File: src/rtl/uart_mem_ctrl.sv
// uart_mem_ctrl: UART command sequencer that turns W/R byte commands into one RAM access each and a one-byte reply
//   i_clk, i_rst (async, active-high)
//   i_rx_valid/i_rx_data        received byte strobe
//   o_mem_addr/o_mem_wdata/o_mem_we/o_mem_re/i_mem_rdata  single-port RAM (rdata one cycle after re)
//   o_tx_valid/o_tx_data/i_tx_ready  response byte handshake
//   o_busy, o_err_cnt           status (saturating error count)
module uart_mem_ctrl #(
  parameter int          TIMEOUT = 4200,
  parameter logic [7:0]  CMD_WR  = 8'h57,
  parameter logic [7:0]  CMD_RD  = 8'h52,
  parameter logic [7:0]  RSP_ACK = 8'h4B,
  parameter logic [7:0]  RSP_NAK = 8'h3F
) (
  input  logic       i_clk,
  input  logic       i_rst,
  input  logic       i_rx_valid,
  input  logic [7:0] i_rx_data,
  output logic [7:0] o_mem_addr,
  output logic [7:0] o_mem_wdata,
  output logic       o_mem_we,
  output logic       o_mem_re,
  input  logic [7:0] i_mem_rdata,
  output logic       o_tx_valid,
  output logic [7:0] o_tx_data,
  input  logic       i_tx_ready,
  output logic       o_busy,
  output logic [7:0] o_err_cnt
);
  typedef enum logic [2:0] {IDLE, ADDR, DATA, MEM_WR, MEM_RD, RD_WAIT, TX} state_t;
  state_t state, state_d;
  logic        is_wr, in_cmd, is_cmd, tmo_hit, err_inc;
  logic [12:0] tmo;
  always_comb begin
    in_cmd  = state == ADDR || state == DATA;
    is_cmd  = i_rx_data == CMD_WR || i_rx_data == CMD_RD;
    // an arriving byte always beats the terminal count
    tmo_hit = in_cmd && !i_rx_valid && tmo == 13'(TIMEOUT - 1);
    state_d = state;
    case (state)
      IDLE:    state_d = i_rx_valid ? (is_cmd ? ADDR : TX) : IDLE;
      ADDR:    state_d = i_rx_valid ? (is_wr ? DATA : MEM_RD) : tmo_hit ? IDLE : ADDR;
      DATA:    state_d = i_rx_valid ? MEM_WR : tmo_hit ? IDLE : DATA;
      MEM_WR:  state_d = TX;
      MEM_RD:  state_d = RD_WAIT;
      RD_WAIT: state_d = TX;
      TX:      state_d = i_tx_ready ? IDLE : TX;
      default: state_d = IDLE;
    endcase
    // sources are exclusive by state, so one increment covers any cycle
    err_inc = (state == IDLE && i_rx_valid && !is_cmd) || tmo_hit ||
              (i_rx_valid && !in_cmd && state != IDLE);
  end
  always_ff @(posedge i_clk or posedge i_rst) begin
    if (i_rst) begin
      state       <= IDLE;
      is_wr       <= 1'b0;
      tmo         <= '0;
      o_mem_addr  <= '0;
      o_mem_wdata <= '0;
      o_tx_data   <= '0;
      o_err_cnt   <= '0;
    end else begin
      state <= state_d;
      tmo   <= (state_d != state || i_rx_valid || !in_cmd) ? '0 : tmo + 13'd1;
      if (state == IDLE && i_rx_valid) begin
        is_wr <= i_rx_data == CMD_WR;
        if (!is_cmd) o_tx_data <= RSP_NAK;
      end
      if (state == ADDR && i_rx_valid) o_mem_addr <= i_rx_data;
      if (state == DATA && i_rx_valid) o_mem_wdata <= i_rx_data;
      if (state == MEM_WR) o_tx_data <= RSP_ACK;
      if (state == RD_WAIT) o_tx_data <= i_mem_rdata;
      if (err_inc && o_err_cnt != 8'hFF) o_err_cnt <= o_err_cnt + 8'd1;
    end
  end
  assign o_mem_we   = state == MEM_WR;
  assign o_mem_re   = state == MEM_RD;
  assign o_tx_valid = state == TX;
  assign o_busy     = state != IDLE;
endmodule

File: config.mk
export PLATFORM = sky130hd
export DESIGN_NAME = uart_mem_ctrl
export DESIGN_NICKNAME = d
export VERILOG_FILES = /design/src/rtl/uart_mem_ctrl.sv
export SDC_FILE = /design/constraint.sdc
export NUM_CORES = 1
export LEC_CHECK = 0
export CORE_ASPECT_RATIO = 0.75
export CORE_MARGIN = 2
export CORE_UTILIZATION = 40
export CTS_BUF_LIST = sky130_fd_sc_hd__clkbuf_4 sky130_fd_sc_hd__clkbuf_8
export CTS_CLUSTER_SIZE = 10
export DETAILED_ROUTE_END_ITERATION = 10
export PLACE_DENSITY_LB_ADDON = 0.2
export RECOVER_POWER = 25
export SLEW_MARGIN = 20
export SYNTH_ARGS = -nofsm -noshare
export SYNTH_HDL_FRONTEND = slang
export SYNTH_SLANG_ARGS = --single-unit
File: constraint.sdc
create_clock -name i_clk -period 2.45 [get_ports i_clk]
set_input_delay 0.49 -clock i_clk [delete_from_list [all_inputs] [get_ports i_clk]]
set_output_delay 0.49 -clock i_clk [all_outputs]
set_load 0.005 [all_outputs]
==> flow_summary.json <==
{
  "skew_ps": 10.3,
  "grt_max_degree": 23,
  "postCtsSetupBuffers": 0,
  "post_synth_num_cell_types": 46,
  "grt_usage_pct": 17.0,
  "crit_arrival_ps": 1810,
  "endpoint_kind": "output port",
  "cts_inserted_buffers": 5,
  "synth.largest_area_cell": "dfrtp_1",
  "setup_violations": 0,
  "first_global_vias": 1826,
  "synthTopCellsByArea": "dfrtp_1 (52%), mux2_2 (7.6%), xnor2_1 (4.5%), nor2_1 (3.8%), nand2_1 (2.4%)",
  "hold_viol": 0,
  "met3_length_um": 272,
  "fmax_mhz": 435,
  "clkTransAtPathRegs_ps": 90,
  "synthToLayoutAreaGrowth_pct": 34.3,
  "multi_input_area_um2": 1070,
  "drt_pass1_iterations": 4,
  "place.gp.congestion": 0.799,
  "p_total_mw": 3.38,
  "post-route-period-util_pct": 93.9,
  "maxCapViolations": 0,
  "status": "completed",
  "syn_nets": 239,
  "power.switching_mw": 1.08,
  "regArea_um2": 1230,
  "synth_top_cell_area_share_pct": 52.0,
  "hold_buffers": 0,
  "yosysWarnings": 0,
  "synth_seq_cells": 49,
  "dr.first_iter.drc_count": 65,
  "drc": 0,
  "synth_ff_type": "dfrtp_1",
  "netSwitchingFraction_pct": 32.1,
  "layout-drive-gt1-share_pct": 17.9,
  "p_int_mw": 2.29,
  "dpl-instance-area_um2": 3060,
  "final_common_cell": "clkdlybuf4s50_1",
  "slew_violations": 0,
  "routed.top_layer": "met4",
  "drtAntennaViolNets": 0,
  "htree_levels": 2,
  "antenna_found_initial": 0,
  "crit_start": "state[2]",
  "r2r_start": "tmo[3]",
  "synth_seq_area_share_pct": 52.0,
  "layout_common_cells": "clkdlybuf4s50_1 (54), dfrtp_1 (49), nor2_1 (24), mux2_2 (16), nand2_1 (15)",
  "finalCriticalPeriod_ps": 2300,
  "routedWlPerCell_um": 13.9,
  "stdcell_count": 363,
  "p_comb_share_pct": 44.1,
  "vias_per_cell": 5.07,
  "design_area_um2": 3160,
  "clock-sinks": 49,
  "n_fill_cell": 528,
  "globalRouteOverflowTotal": 0,
  "num_vias": 1839,
  "cp-start-kind": "flip-flop",
  "synth.avg_cell_area_um2": 10.9,
  "die-area_um2": 6530,
  "core-area_um2": 5770,
  "wl_mm": 5.06,
  "clock-root-buffer": "clkbuf_8",
  "cp.required_ps": 1960,
  "fp.dieW_um": 92.6,
  "wl_met1_mm": 2.49,
  "wl_met2_mm": 2.26,
  "clockBufferDepth": 2,
  "crit_type": "flip-flop to output port",
  "die_h_um": 70.5,
  "synth-edff-count": 0,
  "cts_tree": "done",
  "relSlewSlack_pct": 44.9,
  "dp_hpwl_mm": 3.70,
  "finalSetupTns_ps": 0,
  "grt_pass1_wl_mm": 8.77,
  "p_seq_share_pct": 39.4,
  "initial_core_util_pct": 40.9,
  "port_buffers": 55,
  "syn_area_um2": 2360,
  "netlist_instances": 217,
  "powerDensity_nw_per_um2": 1070,
  "fin_nets": 307,
  "dp.cells": 356,
  "antenna_cells": 0,
  "insertion_delay_ps": 290,
  "hold_class": "flip-flop to flip-flop",
  "clkPwrFrac_pct": 16.5,
  "worst_pin_slew_ps": 826,
  "synthArstFlopShare_pct": 100,
  "rows": 24,
  "io_pins": 56,
  "ir_drop_mv": 0.555,
  "p_leak_nw": 1.31,
  "crit_fanout": 10,
  "hp-start": "tmo[0]",
  "rsz0062_at_grt": "false"
}
==> cells in the mapped netlist, drive strengths merged (6+ instances only) <==
cell type and n:
xor2 6, nand2 15, inv 8, and3 7, o21ai 9, a21oi 9
mux2 18, o22ai 6, nand3 8, nor2 24, xnor2 12, dfrtp 49
==> flip-flops by register name, summed over array words and instances (netlist names) <==
name and flops:
o_mem_wdata 8, state 3, tmo 13, o_mem_addr 8, o_err_cnt 8, o_tx_data 8
is_wr 1
==> power groups by stage <==
stage	Sequential (mW)	Combinational, mW	Clock, mW
2_1_floorplan	1.29	0.774	0
3_3_place_gp	1.34	1.48	0
3_5_place_dp	1.35	1.50	0
4_1_cts	1.33	1.50	0.570
5_1_grt	1.38	1.66	0.603
6_report	1.33	1.49	0.557
==> path summary, 6_finish.rpt <==
| check | end | slack, ps | depth (start not counted) |
|---|---|---|---|
| setup / recovery | o_busy | 150 | 3 |
| hold / removal | tmo[0] | 460 | 1 |
| setup reg to reg | o_err_cnt[6] | 230 | 5 |
| hold reg to reg | tmo[0] | 460 | 1 |
| max in group asynchronous | tmo[4] | 510 | 3 |
| min in group asynchronous | o_mem_addr[7] | 790 | 2 |
==> routing by layer <==
metal | track usage [%] | up-vias
met5 | 0 | -
met4 | 4.90 | 0
met3 | 5.61 | 4
met2 | 24.5 | 42
met1 | 24.6 | 885
li1 | - | 908
==> final cells by class <==
class                           count  share of cell area [%]
Sequential cell                    49                    38.8
Timing Repair Buffer               67                    20.1
Inverter                            8                   0.949
Multi-Input combinational cell    154                    33.8
Clock buffer                        5                    2.18
Clock inverter                      2                    1.11
Tap cell                           78                    3.09
==> repair_timing <==
item                                    CTS  global route
resized for setup                         0             1
hold endpoints to repair                  0             0
endpoints found under the setup margin    0             1
==> cell families (layout without fill, tap and decap cells) <==
family / Yosys count / count (layout) / share of synthesized area [%]
AO/OA/AOI/OAI: 39 / 39 / 10.7
AND/OR/NAND/NOR: 77 / 77 / 18.0
flip-flops: 49 / 49 / 52.0
buffers and inverters: 14 / 82 / 2.71
multiplexers: 18 / 18 / 8.76
adder cells (fa/ha/maj): 2 / 2 / 1.06
XOR/XNOR: 18 / 18 / 6.69
==> critical path, cell delays in order, from the launching register on <==
cell	delay [ps]
dfrtp_1	490
buf_4	210
or3_1	370
clkdlybuf4s50_1	450
==> per-stage QoR <==
stage,setup WS (ps),hold WS (ps),util [%]
2_1_floorplan,379,433,-
3_3_place_gp,107,456,53.1
3_5_place_dp,32.1,459,53.1
4_1_cts,123,470,54.9
5_1_grt,28.6,477,54.9
6_report,150,464,54.9
Note: power is estimated with default switching activity, not from simulation.
